[config.mk]
export PLATFORM = sky130hd
export DESIGN_NAME = ghr_ckpt_flat
export DESIGN_NICKNAME = d
export VERILOG_FILES = /design/src/rtl/ghr_pkg.sv /design/src/rtl/ghr_ckpt_if.sv /design/src/rtl/ghr_ckpt_buf.sv /design/src/rtl/ghr_ckpt.sv /design/src/flat_wrapper.sv
export SDC_FILE = /design/constraint.sdc
export NUM_CORES = 1
export LEC_CHECK = 0
export BUFFER_PORTS_ARGS = -buffer_cell sky130_fd_sc_hd__buf_2
export CAP_MARGIN = 20
export CORE_MARGIN = 2
export CORE_UTILIZATION = 60
export DETAILED_ROUTE_END_ITERATION = 10
export GPL_ROUTABILITY_DRIVEN = 0
export HOLD_SLACK_MARGIN = 0.02
export PLACE_DENSITY_LB_ADDON = 0.25
export SETUP_SLACK_MARGIN = 0.1
export SYNTH_ARGS = -nofsm -noshare
export SYNTH_HDL_FRONTEND = slang
export SYNTH_SLANG_ARGS = --single-unit
[constraint.sdc]
create_clock -name clk -period 9.56 [get_ports clk]
set_input_delay 1.912 -clock clk [delete_from_list [all_inputs] [get_ports clk]]
set_output_delay 1.912 -clock clk [all_outputs]
set_load 0.02 [all_outputs]
[src/rtl/ghr_pkg.sv]
// Shared types and defaults for the speculative global history register.
// Provides default HIST_W/NUM_CKPT plus history and checkpoint-id typedefs.
package ghr_pkg;

    localparam int GHR_HIST_W     = 32;
    localparam int GHR_NUM_CKPT   = 16;
    localparam int GHR_CKPT_IDX_W = $clog2(GHR_NUM_CKPT);

    typedef logic [GHR_HIST_W-1:0]     ghr_t;
    typedef logic [GHR_CKPT_IDX_W-1:0] ckpt_id_t;

endpackage

[src/rtl/ghr_ckpt_if.sv]
// Frontend/backend bundle of the checkpointed GHR.
// master: shift/alloc/commit/recover/overwrite requests; slave: the GHR.
// GHR_RETIRED_HIST_EN adds retire_taken, flush_en and rdata_ret.
interface ghr_ckpt_if #(
    parameter int HIST_W   = ghr_pkg::GHR_HIST_W,
    parameter int NUM_CKPT = ghr_pkg::GHR_NUM_CKPT
);
    localparam int CKPT_IDX_W = $clog2(NUM_CKPT);

    logic                  shift_en;
    logic                  shift_data;
    logic                  ckpt_alloc;
    logic [CKPT_IDX_W-1:0] ckpt_id;
    logic                  ckpt_full;
    logic                  ckpt_empty;
    logic                  commit_en;
    logic                  recover_en;
    logic [CKPT_IDX_W-1:0] recover_id;
    logic                  recover_taken;
    logic                  wen;
    logic [HIST_W-1:0]     wdata;
    logic [HIST_W-1:0]     rdata;
    logic [HIST_W-1:0]     rdata_reg;
`ifdef GHR_RETIRED_HIST_EN
    logic                  retire_taken;
    logic                  flush_en;
    logic [HIST_W-1:0]     rdata_ret;

    modport master (
        output shift_en, shift_data, ckpt_alloc, commit_en,
        output recover_en, recover_id, recover_taken, wen, wdata,
        output retire_taken, flush_en,
        input  ckpt_id, ckpt_full, ckpt_empty, rdata, rdata_reg,
        input  rdata_ret
    );
    modport slave (
        input  shift_en, shift_data, ckpt_alloc, commit_en,
        input  recover_en, recover_id, recover_taken, wen, wdata,
        input  retire_taken, flush_en,
        output ckpt_id, ckpt_full, ckpt_empty, rdata, rdata_reg,
        output rdata_ret
    );
`else
    modport master (
        output shift_en, shift_data, ckpt_alloc, commit_en,
        output recover_en, recover_id, recover_taken, wen, wdata,
        input  ckpt_id, ckpt_full, ckpt_empty, rdata, rdata_reg
    );
    modport slave (
        input  shift_en, shift_data, ckpt_alloc, commit_en,
        input  recover_en, recover_id, recover_taken, wen, wdata,
        output ckpt_id, ckpt_full, ckpt_empty, rdata, rdata_reg
    );
`endif
endinterface

[src/rtl/ghr_ckpt_buf.sv]
// Circular checkpoint buffer: snapshot RAM plus head/tail/count and full/empty.
// Ports: alloc/commit/recover/flush requests in; tail id, status, snapshot out.
module ghr_ckpt_buf import ghr_pkg::*; #(
    parameter  int HIST_W   = GHR_HIST_W,
    parameter  int NUM_CKPT = GHR_NUM_CKPT,
    localparam int IW       = $clog2(NUM_CKPT)
) (
    input  logic              clk_i,
    input  logic              rst_i,
    input  logic              flush_i,
    input  logic              alloc_i,
    input  logic [HIST_W-2:0] alloc_data_i,
    input  logic              commit_i,
    input  logic              recover_i,
    input  logic [IW-1:0]     recover_id_i,
    output logic [HIST_W-2:0] rd_data_o,
    output logic [IW-1:0]     tail_o,
    output logic              full_o,
    output logic              empty_o,
    output logic              commit_ok_o
);
    localparam logic [IW:0] FULL_CNT = (IW+1)'(NUM_CKPT);

    // The snapshot MSB is shifted out on restore, so it is never stored.
    logic [HIST_W-2:0] mem_q [NUM_CKPT];
    logic [IW-1:0]     head_q, head_d, tail_q, tail_d, head_nx, span;
    logic [IW:0]       count_q, count_d;
    logic              alloc_ok, commit_ok, self_free;

    assign full_o      = (count_q == FULL_CNT);
    assign empty_o     = (count_q == '0);
    assign tail_o      = tail_q;
    assign rd_data_o   = mem_q[recover_id_i];
    assign commit_ok_o = commit_ok;

    always_comb begin
        alloc_ok  = alloc_i & ~full_o;
        commit_ok = commit_i & ~empty_o;
        head_nx   = head_q + IW'(commit_ok);
        span      = recover_id_i + IW'(1) - head_nx;
        // Committing the recovered entry itself leaves nothing live.
        self_free = commit_ok & (head_q == recover_id_i);
        head_d    = head_nx;
        tail_d    = tail_q;
        count_d   = count_q;
        if (flush_i) begin
            head_d  = '0;
            tail_d  = '0;
            count_d = '0;
        end else if (recover_i) begin
            tail_d = recover_id_i + IW'(1);
            // Zero span with a live entry means every slot is in use.
            if (span == '0 && !self_free) count_d = FULL_CNT;
            else                          count_d = {1'b0, span};
        end else begin
            if (alloc_ok) tail_d = tail_q + IW'(1);
            count_d = count_q + (IW+1)'(alloc_ok) - (IW+1)'(commit_ok);
        end
    end

    always_ff @(posedge clk_i) begin
        if (rst_i) begin
            head_q  <= '0;
            tail_q  <= '0;
            count_q <= '0;
        end else begin
            head_q  <= head_d;
            tail_q  <= tail_d;
            count_q <= count_d;
        end
    end

    always_ff @(posedge clk_i) begin
        if (!rst_i && alloc_ok) mem_q[tail_q] <= alloc_data_i;
    end

    a_alloc_full: assert property (@(posedge clk_i) disable iff (rst_i)
        !(alloc_i && full_o));

    a_rec_live: assert property (@(posedge clk_i) disable iff (rst_i || flush_i)
        recover_i |-> ({1'b0, IW'(recover_id_i - head_q)} < count_q));

endmodule

[src/rtl/ghr_ckpt.sv]
// Speculative global history register with circular checkpoint buffer.
// Ports: clk, rst, bus (ghr_ckpt_if.slave); macro GHR_RETIRED_HIST_EN.
module ghr_ckpt import ghr_pkg::*; #(
    parameter  int HIST_W     = GHR_HIST_W,
    parameter  int NUM_CKPT   = GHR_NUM_CKPT,
    localparam int CKPT_IDX_W = $clog2(NUM_CKPT)
) (
    input logic       clk,
    input logic       rst,
    ghr_ckpt_if.slave bus
);
    logic [HIST_W-1:0] hist_q, hist_d, flush_hist;
    logic [HIST_W-2:0] snap;
    logic              flush, alloc_req, shift_ok, full, commit_ok;

`ifdef GHR_RETIRED_HIST_EN
    logic [HIST_W-1:0] ret_q, ret_d;

    assign flush         = bus.flush_en;
    assign ret_d         = commit_ok ? {ret_q[HIST_W-2:0], bus.retire_taken}
                                     : ret_q;
    assign flush_hist    = ret_d;
    assign bus.rdata_ret = ret_q;

    always_ff @(posedge clk) begin
        if (rst) ret_q <= '0;
        else     ret_q <= ret_d;
    end
`else
    assign flush      = 1'b0;
    assign flush_hist = '0;
`endif

    assign alloc_req = bus.shift_en & bus.ckpt_alloc & ~bus.recover_en
                     & ~bus.wen & ~flush;
    // An alloc that cannot get an entry drops its shift as well.
    assign shift_ok  = bus.shift_en & ~(bus.ckpt_alloc & full);

    ghr_ckpt_buf #(
        .HIST_W   (HIST_W),
        .NUM_CKPT (NUM_CKPT)
    ) u_buf (
        .clk_i        (clk),
        .rst_i        (rst),
        .flush_i      (flush),
        .alloc_i      (alloc_req),
        .alloc_data_i (hist_q[HIST_W-2:0]),
        .commit_i     (bus.commit_en),
        .recover_i    (bus.recover_en),
        .recover_id_i (bus.recover_id),
        .rd_data_o    (snap),
        .tail_o       (bus.ckpt_id),
        .full_o       (full),
        .empty_o      (bus.ckpt_empty),
        .commit_ok_o  (commit_ok)
    );

    always_comb begin
        hist_d = hist_q;
        if (rst)                 hist_d = '0;
        else if (flush)          hist_d = flush_hist;
        else if (bus.recover_en) hist_d = {snap, bus.recover_taken};
        else if (bus.wen)        hist_d = bus.wdata;
        else if (shift_ok)       hist_d = {hist_q[HIST_W-2:0], bus.shift_data};
    end

    always_ff @(posedge clk) begin
        if (rst) hist_q <= '0;
        else     hist_q <= hist_d;
    end

    assign bus.ckpt_full = full;
    assign bus.rdata     = hist_d;
    assign bus.rdata_reg = hist_q;

endmodule
[src/flat_wrapper.sv]
// flat-port wrapper written by rule: the top's interface ports become plain ports
module ghr_ckpt_flat import ghr_pkg::*;
#(
    parameter  int HIST_W     = GHR_HIST_W,
    parameter  int NUM_CKPT   = GHR_NUM_CKPT,
    localparam int CKPT_IDX_W = $clog2(NUM_CKPT)
)
  (clk, rst, bus_shift_en, bus_shift_data, bus_ckpt_alloc, bus_commit_en, bus_recover_en, bus_recover_id, bus_recover_taken, bus_wen, bus_wdata, bus_ckpt_id, bus_ckpt_full, bus_ckpt_empty, bus_rdata, bus_rdata_reg);
  ghr_ckpt_if #(.HIST_W(HIST_W), .NUM_CKPT(NUM_CKPT)) bus_i ();
  input logic clk;
  input logic rst;
  input wire logic [$bits(bus_i.shift_en)-1:0] bus_shift_en;
  input wire logic [$bits(bus_i.shift_data)-1:0] bus_shift_data;
  input wire logic [$bits(bus_i.ckpt_alloc)-1:0] bus_ckpt_alloc;
  input wire logic [$bits(bus_i.commit_en)-1:0] bus_commit_en;
  input wire logic [$bits(bus_i.recover_en)-1:0] bus_recover_en;
  input wire logic [$bits(bus_i.recover_id)-1:0] bus_recover_id;
  input wire logic [$bits(bus_i.recover_taken)-1:0] bus_recover_taken;
  input wire logic [$bits(bus_i.wen)-1:0] bus_wen;
  input wire logic [$bits(bus_i.wdata)-1:0] bus_wdata;
  output wire logic [$bits(bus_i.ckpt_id)-1:0] bus_ckpt_id;
  output wire logic [$bits(bus_i.ckpt_full)-1:0] bus_ckpt_full;
  output wire logic [$bits(bus_i.ckpt_empty)-1:0] bus_ckpt_empty;
  output wire logic [$bits(bus_i.rdata)-1:0] bus_rdata;
  output wire logic [$bits(bus_i.rdata_reg)-1:0] bus_rdata_reg;
  assign bus_i.shift_en = bus_shift_en;
  assign bus_i.shift_data = bus_shift_data;
  assign bus_i.ckpt_alloc = bus_ckpt_alloc;
  assign bus_i.commit_en = bus_commit_en;
  assign bus_i.recover_en = bus_recover_en;
  assign bus_i.recover_id = bus_recover_id;
  assign bus_i.recover_taken = bus_recover_taken;
  assign bus_i.wen = bus_wen;
  assign bus_i.wdata = bus_wdata;
  assign bus_ckpt_id = bus_i.ckpt_id;
  assign bus_ckpt_full = bus_i.ckpt_full;
  assign bus_ckpt_empty = bus_i.ckpt_empty;
  assign bus_rdata = bus_i.rdata;
  assign bus_rdata_reg = bus_i.rdata_reg;
  ghr_ckpt #(.HIST_W(HIST_W), .NUM_CKPT(NUM_CKPT)) u_core (.clk(clk), .rst(rst), .bus(bus_i));
endmodule
==> results.json <==
{
  "status": "finished, final reports clean",
  "grtUsageTotal_pct": 26.0,
  "stdcell_count": 1755,
  "first_iter_violations": 1170,
  "cp-end-kind": "primary output",
  "cp_cell_sequence": "clkbuf_8 -> buf_4 -> mux4_2 -> a22oi_1 -> a21o_1 -> o21ai_0 -> buf_2",
  "rsz0062_at_grt": "false",
  "die_x_um": 194,
  "post-route-min-period_ns": 6.55,
  "grt_pass1_wl_mm": 71.9,
  "grt-ovfl-total": 0,
  "postSynthCellCount": 1118,
  "final_common_cell": "edfxtp_1",
  "pwr_density_cell_nw_per_um2": 210,
  "ctsLongestPathBuffers": 3,
  "min_path_cells": 2,
  "stdcell_area_um2": 24500,
  "tightest_slew_ns": 1.11,
  "nets": 1314,
  "final_util_pct": 68.9,
  "synth_compound_area_share_pct": 8.59,
  "crit_family": "buffers and inverters",
  "post-cts-setup-buffer-count": 0,
  "synth.yosys.seq_area_share_pct": 73.3,
  "die_y_um": 194,
  "async_flop_share_pct": 0,
  "final_cell_mix": "edfxtp_1 (496), mux4_2 (124), buf_2 (112)",
  "synth_area_um2": 21600,
  "ys_seq_elements": 541,
  "maxCapViolCount": 0,
  "dieArea_um2": 37500,
  "initial_core_util_pct": 60.8,
  "hold_violations": 0,
  "worstHoldPathType": "reg2reg",
  "antenna_found_initial": 0,
  "cts.sinks": 541,
  "holdWs_ns": 0.568,
  "timing.final.crit_share_pct": 68.5,
  "syn_to_final_growth_pct": 13.4,
  "p_leak_nw": 8.21,
  "root_buffer": "clkbuf_16",
  "grt_start_max_net_pins": 78,
  "synthAdderAreaFrac_pct": 1.11,
  "synth.area.mux_share_pct": 13.0,
  "clock_skew_ns": 0.0200,
  "crit_required_ns": 7.65,
  "worst_slack_ns": 3.01,
  "ys.flop_type": "edfxtp_1",
  "synth-simple-area-share_pct": 1.63,
  "core_area_um2": 35500,
  "drc": 0,
  "arrival_ns": 4.64,
  "dpl.hpwl_mm": 24.7,
  "num_antenna_cells": 0,
  "cts_hold_buf": 0,
  "h-tree-depth": 2,
  "synth_xor_area_share_pct": 0.714,
  "reg2reg_depth": 7,
  "fin_setup_tns_ns": 0,
  "worstSetupPathType": "in2out",
  "setup_viol_count_final": 0,
  "peakVddDrop_mv": 0.156,
  "vias_per_cell": 6.56,
  "placedCellCount": 1657,
  "largest_reg_flops": 496,
  "slowest_stage": "clkbuf_8",
  "portBuffers": 114,
  "drive_gt1_share_pct": 30.3,
  "max_freq_mhz": 153,
  "placed_area_um2": 22800,
  "path_max_fanout": 77,
  "synth_cell_types": 44,
  "wl_mm": 48.3,
  "postSynthAreaPerCell_um2": 19.3,
  "critical_path.max_stage_delay_ns": 0.68,
  "cts.reportedPaths.clkPinSlew_ns": 0.06,
  "insertion_delay_ns": 0.57,
  "rows": 69,
  "drtAntennaViolNets": 0,
  "synth_top_family_by_area": "multiplexers",
  "maxSlewHeadroom_pct": 26.2,
  "io_pins": 115,
  "firstDrtPassIters": 5,
  "regArea_um2": 15800,
  "startpoint_type": "primary input",
  "crit_cells": 7,
  "numCtsBuffers": 53,
  "routed-via-count": 11500,
  "multiInputGateArea_um2": 5550,
  "synth_edf_count": 496,
  "slew_violations": 0,
  "cts_tree": "yes",
  "power_mw": 5.12,
  "dp_slack_ns": 2.95,
  "synth_warnings": 0,
  "fill_cells": 2197,
  "crit_buf_inv": 3,
  "wire_per_inst_um": 27.5,
  "grt_pass1_vias": 11600,
  "synth_fp_nets": 1181,
  "cts_resized": 0
}
[layer usage]
| metal | global-route usage [%] | routed length (um) | vias up |
|---|---|---|---|
| met2 | 42.3 | 23900 | 557 |
| met4 | 8.00 | 1110 | 0 |
| li1 | - | - | 4866 |
| met5 | 0 | 0 | - |
| met1 | 36.8 | 19400 | 6005 |
| met3 | 4.34 | 3860 | 78 |
[worst paths after layout]
check / from / endpoint / slack [ns]
hold reg to reg: u_core.u_buf.tail_o[1]$_SDFFE_PP0P_ / u_core.u_buf.tail_o[1]$_SDFFE_PP0P_ / 0.57
hold / removal: u_core.u_buf.tail_o[1]$_SDFFE_PP0P_ / u_core.u_buf.tail_o[1]$_SDFFE_PP0P_ / 0.57
setup reg to reg: u_core.u_buf.count_q[3]$_SDFF_PP0_ / u_core.u_buf.mem_q[14][8]$_DFFE_PP_ / 6.37
setup / recovery: bus_recover_id[0] / bus_rdata[4] / 3.01
[area by class of cell]
cell class	instances	share of cell area [%]
clock buffers	76	5.95
clock inverters	22	0.906
inverters	15	0.230
multi-input cells	497	22.7
flip-flops and latches	541	64.6
well taps	461	2.36
repair buffers	143	3.27
[logic make-up after synthesis]
group                      after synthesis
and+or+nand+nor                         68
DFF                                    541
muxes                                  124
adders and majority gates               18
AOI/OAI and AO/OA                      271
xor gates and xnor gates                16
buffers and inverters                   80
[cell usage after synthesis (6+ instances only)]
cell,n,area share [%]
edfxtp_1,496,69
mux4_2,124,13
o21ai_0,95,2.2
a21o_1,65,2.3
dfxtp_1,45,4.2
a21oi_1,36,0.84
a22oi_1,34,1.2
nor2_1,32,0.56
clkbuf_1,30,0.52
a22oi_2,28,1.6
buf_2,21,0.49
ha_1,16,0.93
inv_1,13,0.23
nand2_1,10,0.17
xor2_1,10,0.41
buf_1,6,0.10
nor2b_1,6,0.17
[worst reg2reg max path, delay by kind of cell, from the launching register on]
kind / cells / cell delay [ns]
buffers and inverters: 2 / 0.56
DFF: 1 / 0.34
adders and majority gates: 1 / 0.19
and+or+nand+nor: 4 / 1.73
[report_power, final]
group / internal (mW) / total, mW / switching [mW]
Sequential: 2.63 / 2.70 / 0.0680
Clock: 1.17 / 2.01 / 0.837
Combinational: 0.177 / 0.417 / 0.239
Total: 3.98 / 5.12 / 1.14
(Power assumes the default switching activity.)
